File: config.mk
export PLATFORM = sky130hd
export DESIGN_NAME = icache
export DESIGN_NICKNAME = d
export VERILOG_FILES = /design/src/rtl/icache.sv
export SDC_FILE = /design/constraint.sdc
export NUM_CORES = 2
export LEC_CHECK = 0
export CAP_MARGIN = 30
export CORE_UTILIZATION = 55
export CTS_BUF_LIST = sky130_fd_sc_hd__clkbuf_8
export DETAILED_ROUTE_END_ITERATION = 6
export PLACE_DENSITY_LB_ADDON = 0.3
export SETUP_SLACK_MARGIN = 0.4
export SYNTH_ARGS = -nofsm -noshare
export SYNTH_HDL_FRONTEND = slang
export SYNTH_SLANG_ARGS = --single-unit
File: constraint.sdc
create_clock -name clock -period 11 [get_ports clock]
set_clock_uncertainty 0.15 [all_clocks]
set_input_delay 3.3 -clock clock [delete_from_list [all_inputs] [get_ports clock]]
set_output_delay 3.3 -clock clock [all_outputs]
set_load 0.03 [all_outputs]
File: src/rtl/icache.sv
// Direct-mapped instruction cache with one outstanding BUS_LOAD miss and fill forwarding.
// Optional hit/miss counters are enabled with ICACHE_STATS_EN.
`ifndef XLEN
`define XLEN 32
`endif

module icache #(
    parameter int unsigned LINES = 32,
    parameter int unsigned IDX_W = $clog2(LINES),
    parameter int unsigned TAG_W = `XLEN - 3 - IDX_W
) (
    input  logic               clock,
    input  logic               reset,
    input  logic [`XLEN-1:0]   proc2Icache_addr,
    output logic [63:0]        Icache2proc_data,
    output logic               Icache2proc_valid,
    input  logic               mem_bus_free,
    output logic [1:0]         proc2Imem_command,
    output logic [`XLEN-1:0]   proc2Imem_addr,
    input  logic [3:0]         Imem2proc_response,
    input  logic [63:0]        Imem2proc_data,
    input  logic [3:0]         Imem2proc_tag
`ifdef ICACHE_STATS_EN
    ,
    output logic [31:0]        hit_count,
    output logic [31:0]        miss_count
`endif
);

    localparam logic [1:0] BUS_NONE = 2'd0;
    localparam logic [1:0] BUS_LOAD = 2'd1;

    typedef enum logic [1:0] {StIdle, StReq, StWait} state_e;

    state_e             state_q, state_d;
    logic [IDX_W-1:0]   miss_idx_q, miss_idx_d;
    logic [TAG_W-1:0]   miss_tag_q, miss_tag_d;
    logic [3:0]         pend_tag_q, pend_tag_d;
    logic [LINES-1:0]   valid_q, valid_d;
    logic [63:0]        data_q [LINES];
    logic [TAG_W-1:0]   tag_q [LINES];

    logic [IDX_W-1:0]   cur_idx;
    logic [TAG_W-1:0]   cur_tag;
    logic               hit;
    logic               fill_done;
    logic               fwd;
    logic               fill_we;
    logic               unused_addr_lsb;

    assign cur_idx         = proc2Icache_addr[3+IDX_W-1:3];
    assign cur_tag         = proc2Icache_addr[`XLEN-1:3+IDX_W];
    assign unused_addr_lsb = ^proc2Icache_addr[2:0];

    assign hit       = valid_q[cur_idx] && (tag_q[cur_idx] == cur_tag);
    assign fill_done = (state_q == StWait) && (pend_tag_q != 4'd0)
                       && (Imem2proc_tag == pend_tag_q);
    assign fwd       = fill_done && (cur_idx == miss_idx_q) && (cur_tag == miss_tag_q);

    always_comb begin
        state_d           = state_q;
        miss_idx_d        = miss_idx_q;
        miss_tag_d        = miss_tag_q;
        pend_tag_d        = pend_tag_q;
        valid_d           = valid_q;
        fill_we           = 1'b0;
        proc2Imem_command = BUS_NONE;
        proc2Imem_addr    = '0;
        case (state_q)
            StIdle: begin
                if (!hit) begin
                    miss_idx_d = cur_idx;
                    miss_tag_d = cur_tag;
                    state_d    = StReq;
                end
            end
            StReq: begin
                if (mem_bus_free) begin
                    proc2Imem_command = BUS_LOAD;
                    proc2Imem_addr    = {miss_tag_q, miss_idx_q, 3'b000};
                    if (Imem2proc_response != 4'd0) begin
                        pend_tag_d = Imem2proc_response;
                        state_d    = StWait;
                    end
                end
            end
            StWait: begin
                if (fill_done) begin
                    fill_we             = 1'b1;
                    valid_d[miss_idx_q] = 1'b1;
                    pend_tag_d          = 4'd0;
                    state_d             = StIdle;
                end
            end
            default: state_d = StIdle;
        endcase
    end

    // Array hit takes priority; forwarding covers the fill cycle before the array is written.
    always_comb begin
        Icache2proc_valid = 1'b0;
        Icache2proc_data  = 64'd0;
        if (hit) begin
            Icache2proc_valid = 1'b1;
            Icache2proc_data  = data_q[cur_idx];
        end else if (fwd) begin
            Icache2proc_valid = 1'b1;
            Icache2proc_data  = Imem2proc_data;
        end
    end

    always_ff @(posedge clock) begin
        if (reset) begin
            state_q    <= StIdle;
            miss_idx_q <= '0;
            miss_tag_q <= '0;
            pend_tag_q <= 4'd0;
            valid_q    <= '0;
        end else begin
            state_q    <= state_d;
            miss_idx_q <= miss_idx_d;
            miss_tag_q <= miss_tag_d;
            pend_tag_q <= pend_tag_d;
            valid_q    <= valid_d;
        end
    end

    // Data and tags are not reset; valid_q alone qualifies them.
    always_ff @(posedge clock) begin
        if (fill_we && !reset) begin
            data_q[miss_idx_q] <= Imem2proc_data;
            tag_q[miss_idx_q]  <= miss_tag_q;
        end
    end

`ifdef ICACHE_STATS_EN
    logic [`XLEN-1:0] prev_addr_q, prev_addr_d;
    logic             prev_vld_q, prev_vld_d;
    logic [31:0]      hit_count_q, hit_count_d;
    logic [31:0]      miss_count_q, miss_count_d;

    always_comb begin
        prev_addr_d  = proc2Icache_addr;
        prev_vld_d   = 1'b1;
        hit_count_d  = hit_count_q;
        miss_count_d = miss_count_q;
        if (hit && (!prev_vld_q || (proc2Icache_addr != prev_addr_q))) begin
            hit_count_d = hit_count_q + 32'd1;
        end
        if ((state_q == StIdle) && (state_d == StReq)) begin
            miss_count_d = miss_count_q + 32'd1;
        end
    end

    always_ff @(posedge clock) begin
        if (reset) begin
            prev_addr_q  <= '0;
            prev_vld_q   <= 1'b0;
            hit_count_q  <= 32'd0;
            miss_count_q <= 32'd0;
        end else begin
            prev_addr_q  <= prev_addr_d;
            prev_vld_q   <= prev_vld_d;
            hit_count_q  <= hit_count_d;
            miss_count_q <= miss_count_d;
        end
    end

    assign hit_count  = hit_count_q;
    assign miss_count = miss_count_q;
`endif

endmodule

==> flow_summary.toml <==
[layout]
seq_area_sq_mm = 0.08590
layout.cells.non_filler = 8563
drive_gt1_frac = 0.2919
design_area_sq_mm = 0.1281
fillCellCount = 13158
area.growth.synth_to_final_pct = 14.09
multi_input_area_sq_mm = 0.02509
final_nets = 5663

[route]
wl_per_cell_microns = 32.08
first_iter_violations = 6941
wl_mm = 274.7
firstDrtPassIters = 6
vias_per_cell = 6.429
vias = 55053
drc_errors = 0
ant_nets = 0

[clocking]
cts_buffer_depth = 4
hold_buffers = 0
clk_pin_slew_ns = 0.06
clock-sinks = 2883
h-tree-depth = 5
root_buffer = "clkbuf_8"
clkLatencyLatePin_ns = 1.11
cts_tree = "built"
cts_made_buffers = 455

[synthesis]
synth_seq_area_share = 0.7653
avgSynthCellArea_sq_um = 22.74
syn_inst = 4935
yosys_warnings = 0
synth_xor_area_frac = 0.004214
ys_ff_latch = 2883
syn-cell-area_sq_mm = 0.1122
synth_mux_area_frac = 0.1817
synthArstFlopShare = 0
synth_top_family_by_area = "multiplexers"
yosysUniqueCellTypes = 70
synth-simple-area-share = 0.01867
synthFlopType = "edfxtp_1"
synth-edff-count = 2816
synth-compound-area-share = 0.01624
synthAdderAreaFrac = 0

[power_and_ir_drop]
p_sw_frac = 0.2190
p_switching_mw = 4.702
combinationalPowerShare = 0.055
leakage_nw = 41.27
p_total_mw = 21.47
power.internal_mw = 16.77
power_frac_seq = 0.567
irDropWorstVdd_mv = 0.1041
clock_power_share = 0.378
powerDensity_mw_per_mm2 = 167.6

[timing]
hold_violations = 0
finalSetupViolations = 0
slew_headroom = 0.3117
fin_crit_sh = 0.9552
fin_setup_tns_ns = 0
worst_pin_slew_ns = 1.029
rsz0062_at_grt = "no"
slew_violations = 0
holdWs_ns = 0.3014
fmax_mhz = 95.18
finalCriticalPeriod_ns = 10.51

[floorplan]
start_util = 0.5542
fp.dieH_microns = 453.8
die_w_microns = 453.8
die-area_sq_mm = 0.2059
row_count = 165
coreArea_sq_mm = 0.2025
ios = 206

[worst_setup_path]
worst-r2r-cell-count = 8
rr_endpoint = "data_q[27][30]"
critPathRequiredTime_ns = 7.55
cp_max_fo = 45
r2r_setup_slack_ns = 6.48
worstSetupStartpointType = "primary input"
max_stage_delay_ns = 0.39
critPathKind = "in -> out"
crit_arrival_ns = 7.06
cp-end-kind = "output pin"
path_cells = "buf_8 -> buf_12 -> mux4_2 -> mux2i_2 -> o22ai_1 -> or3_1 -> a211oi_1 -> nand4_1 -> a2111oi_4 -> buf_4 -> buf_16 -> buf_12 -> mux2i_1 -> buf_12"
slowest_stage = "or3_1"
critical_path.startpoint = "proc2Icache_addr[6]"
worstSetupEndpoint = "Icache2proc_data[9]"
cpMostUsedCell = "buf_12"
r2r-start = "pend_tag_q[0]"

[global_routing]
grt_max_degree = 113
globalRouteMet2Util = 0.4524
grt_use_met1 = 0.3561
met3_usage = 0.04728
grt_pass1_vias = 56207
grt_overflow = 0
antenna_found_initial = 5
busiest_layer = "met2"
grt_pass1_wl_mm = 390.7
track_usage = 0.2686

[placement]
hpwlAfterDp_mm = 126.9
gp_congestion = 0.8033
portBuffers = 198
dpl_cell_area_sq_mm = 0.1194
dp.cells = 7746

[run]
cap_violations = 0

[min_path]
hold_path_class = "reg -> reg"

[status]
status = "complete, no violations"
Yosys cell counts, drive strengths merged (11+ instances only):
| master | count | area (sq um) |
|---|---|---|
| a21o | 37 | 277.8 |
| a21oi | 16 | 80.08 |
| a22oi | 51 | 382.9 |
| a32oi | 35 | 306.5 |
| and2 | 38 | 237.7 |
| buf | 155 | 1018 |
| clkbuf | 135 | 506.7 |
| dfxtp | 67 | 1341 |
| edfxtp | 2816 | 84560 |
| mux2 | 11 | 123.9 |
| mux2i | 257 | 2572 |
| mux4 | 786 | 17700 |
| nand2 | 159 | 596.8 |
| nand2b | 11 | 68.82 |
| nand3 | 27 | 135.1 |
| nand4 | 14 | 87.58 |
| nor2 | 55 | 209.0 |
| nor3 | 18 | 95.09 |
| nor3b | 30 | 225.2 |
| o22ai | 16 | 100.1 |
| o311ai | 29 | 254.0 |
| xnor2 | 15 | 131.4 |
| xor2 | 39 | 341.6 |
repair_timing:
item / CTS / global route
setup endpoints to repair: 65 / 49
pin swaps: 2 / 0
cloned: 2 / 2
gates resized for setup: 15 / 11
setup buffers: 2 / 2
per-stage QoR:
stage | util | setup WS [ns]
after CTS | 0.6296 | 0.4162
after global placement | 0.5874 | -0.04339
after floorplan | - | 0.9167
after global routing | 0.6323 | 0.4046
after detailed placement | 0.5894 | 0.08106
final | 0.6323 | 0.4932
worst min path at each step:
stage           startpoint     endpoint  depth (start not counted)
2_1_floorplan  valid_q[12]  valid_q[12]                          1
3_3_place_gp   valid_q[12]  valid_q[12]                          1
3_5_place_dp   valid_q[26]  valid_q[26]                          1
4_1_cts        valid_q[26]  valid_q[26]                          1
5_1_grt        valid_q[12]  valid_q[12]                          1
6_report       valid_q[26]  valid_q[26]                          1
logic make-up (layout without fill, tap and decap cells):
group	after synthesis	in the layout
xor gates and xnor gates	54	54
AOI/OAI and AO/OA	233	233
muxes	1054	1054
DFF	2883	2883
and+or+nand+nor	414	414
other	1	9
buffers and inverters	296	1244
power groups by stage:
stage | Sequential [mW] | Clock [mW] | Combinational (mW)
finish | 12.2 | 8.11 | 1.19
CTS | 12.2 | 8.22 | 1.17
detailed placement | 12.4 | 0 | 1.16
global placement | 12.4 | 0 | 1.08
global route | 12.2 | 8.70 | 1.26
floorplan | 12.4 | 0 | 0.651
critical path, delay by kind of cell:
| kind | cells | cell delay, ns |
|---|---|---|
| buf+inv | 6 | 1.43 |
| compound gates | 3 | 0.66 |
| mux | 3 | 0.96 |
| simple gates | 2 | 0.59 |
flip-flops by register name, summed over array words and instances (netlist names):
| name | cells |
|---|---|
| valid_q | 32 |
| pend_tag_q | 4 |
| state_q | 2 |
| tag_q | 768 |
| miss_idx_q | 5 |
| data_q | 2048 |
| miss_tag_q | 24 |
cells in the final DEF, fill, tap and decap left out, types with 6 or more instances in the layout:
| cell type | netlist | layout |
|---|---|---|
| edfxtp_1 | 2816 | 2816 |
| nand4_1 | 14 | 14 |
| nor3_1 | 17 | 16 |
| a21o_1 | 37 | 36 |
| buf_12 | 6 | 101 |
| buf_16 | 0 | 24 |
| and2_1 | 38 | 38 |
| nor2b_1 | 10 | 7 |
| clkbuf_16 | 0 | 8 |
| a31oi_1 | 6 | 6 |
| a21oi_1 | 16 | 16 |
| nand3b_1 | 8 | 8 |
| xor2_1 | 39 | 39 |
| nor2_4 | 0 | 33 |
| nor2_1 | 54 | 21 |
| o22ai_1 | 16 | 16 |
| a32oi_1 | 35 | 35 |
| clkdlybuf4s50_1 | 0 | 128 |
| xnor2_1 | 15 | 15 |
| nand2_1 | 159 | 159 |
| nor4_1 | 10 | 10 |
| nand2b_1 | 11 | 11 |
| and3_1 | 10 | 10 |
| clkinv_2 | 0 | 48 |
| a22oi_1 | 51 | 51 |
| buf_6 | 15 | 6 |
| mux4_2 | 786 | 786 |
| buf_4 | 29 | 175 |
| dfxtp_1 | 67 | 67 |
| mux2i_1 | 257 | 255 |
| mux2_2 | 11 | 11 |
| o311ai_1 | 29 | 29 |
| clkinv_1 | 1 | 113 |
| nand3_1 | 27 | 27 |
| nor3b_1 | 30 | 30 |
| a22o_1 | 6 | 6 |
| inv_1 | 3 | 138 |
| clkbuf_8 | 0 | 485 |
| or3b_2 | 6 | 6 |
area by class of cell:
type / instances / share of cell area
Clock buffer: 484 / 0.05202
Inverter: 6 / 0.0001759
Multi-Input combinational cell: 1759 / 0.1959
Sequential cell: 2883 / 0.6708
Tap cell: 2672 / 0.02611
Timing Repair Buffer: 451 / 0.04447
Antenna cell: 5 / 0.00009771
Clock inverter: 303 / 0.01039
metal layers:
metal  share of wire  vias up
met1            0.37    29232
met4           0.031        8
li1                -    22314
met3           0.087      543
met5         0.00017        -
met2            0.51     2956
(Power assumes the default switching activity.)
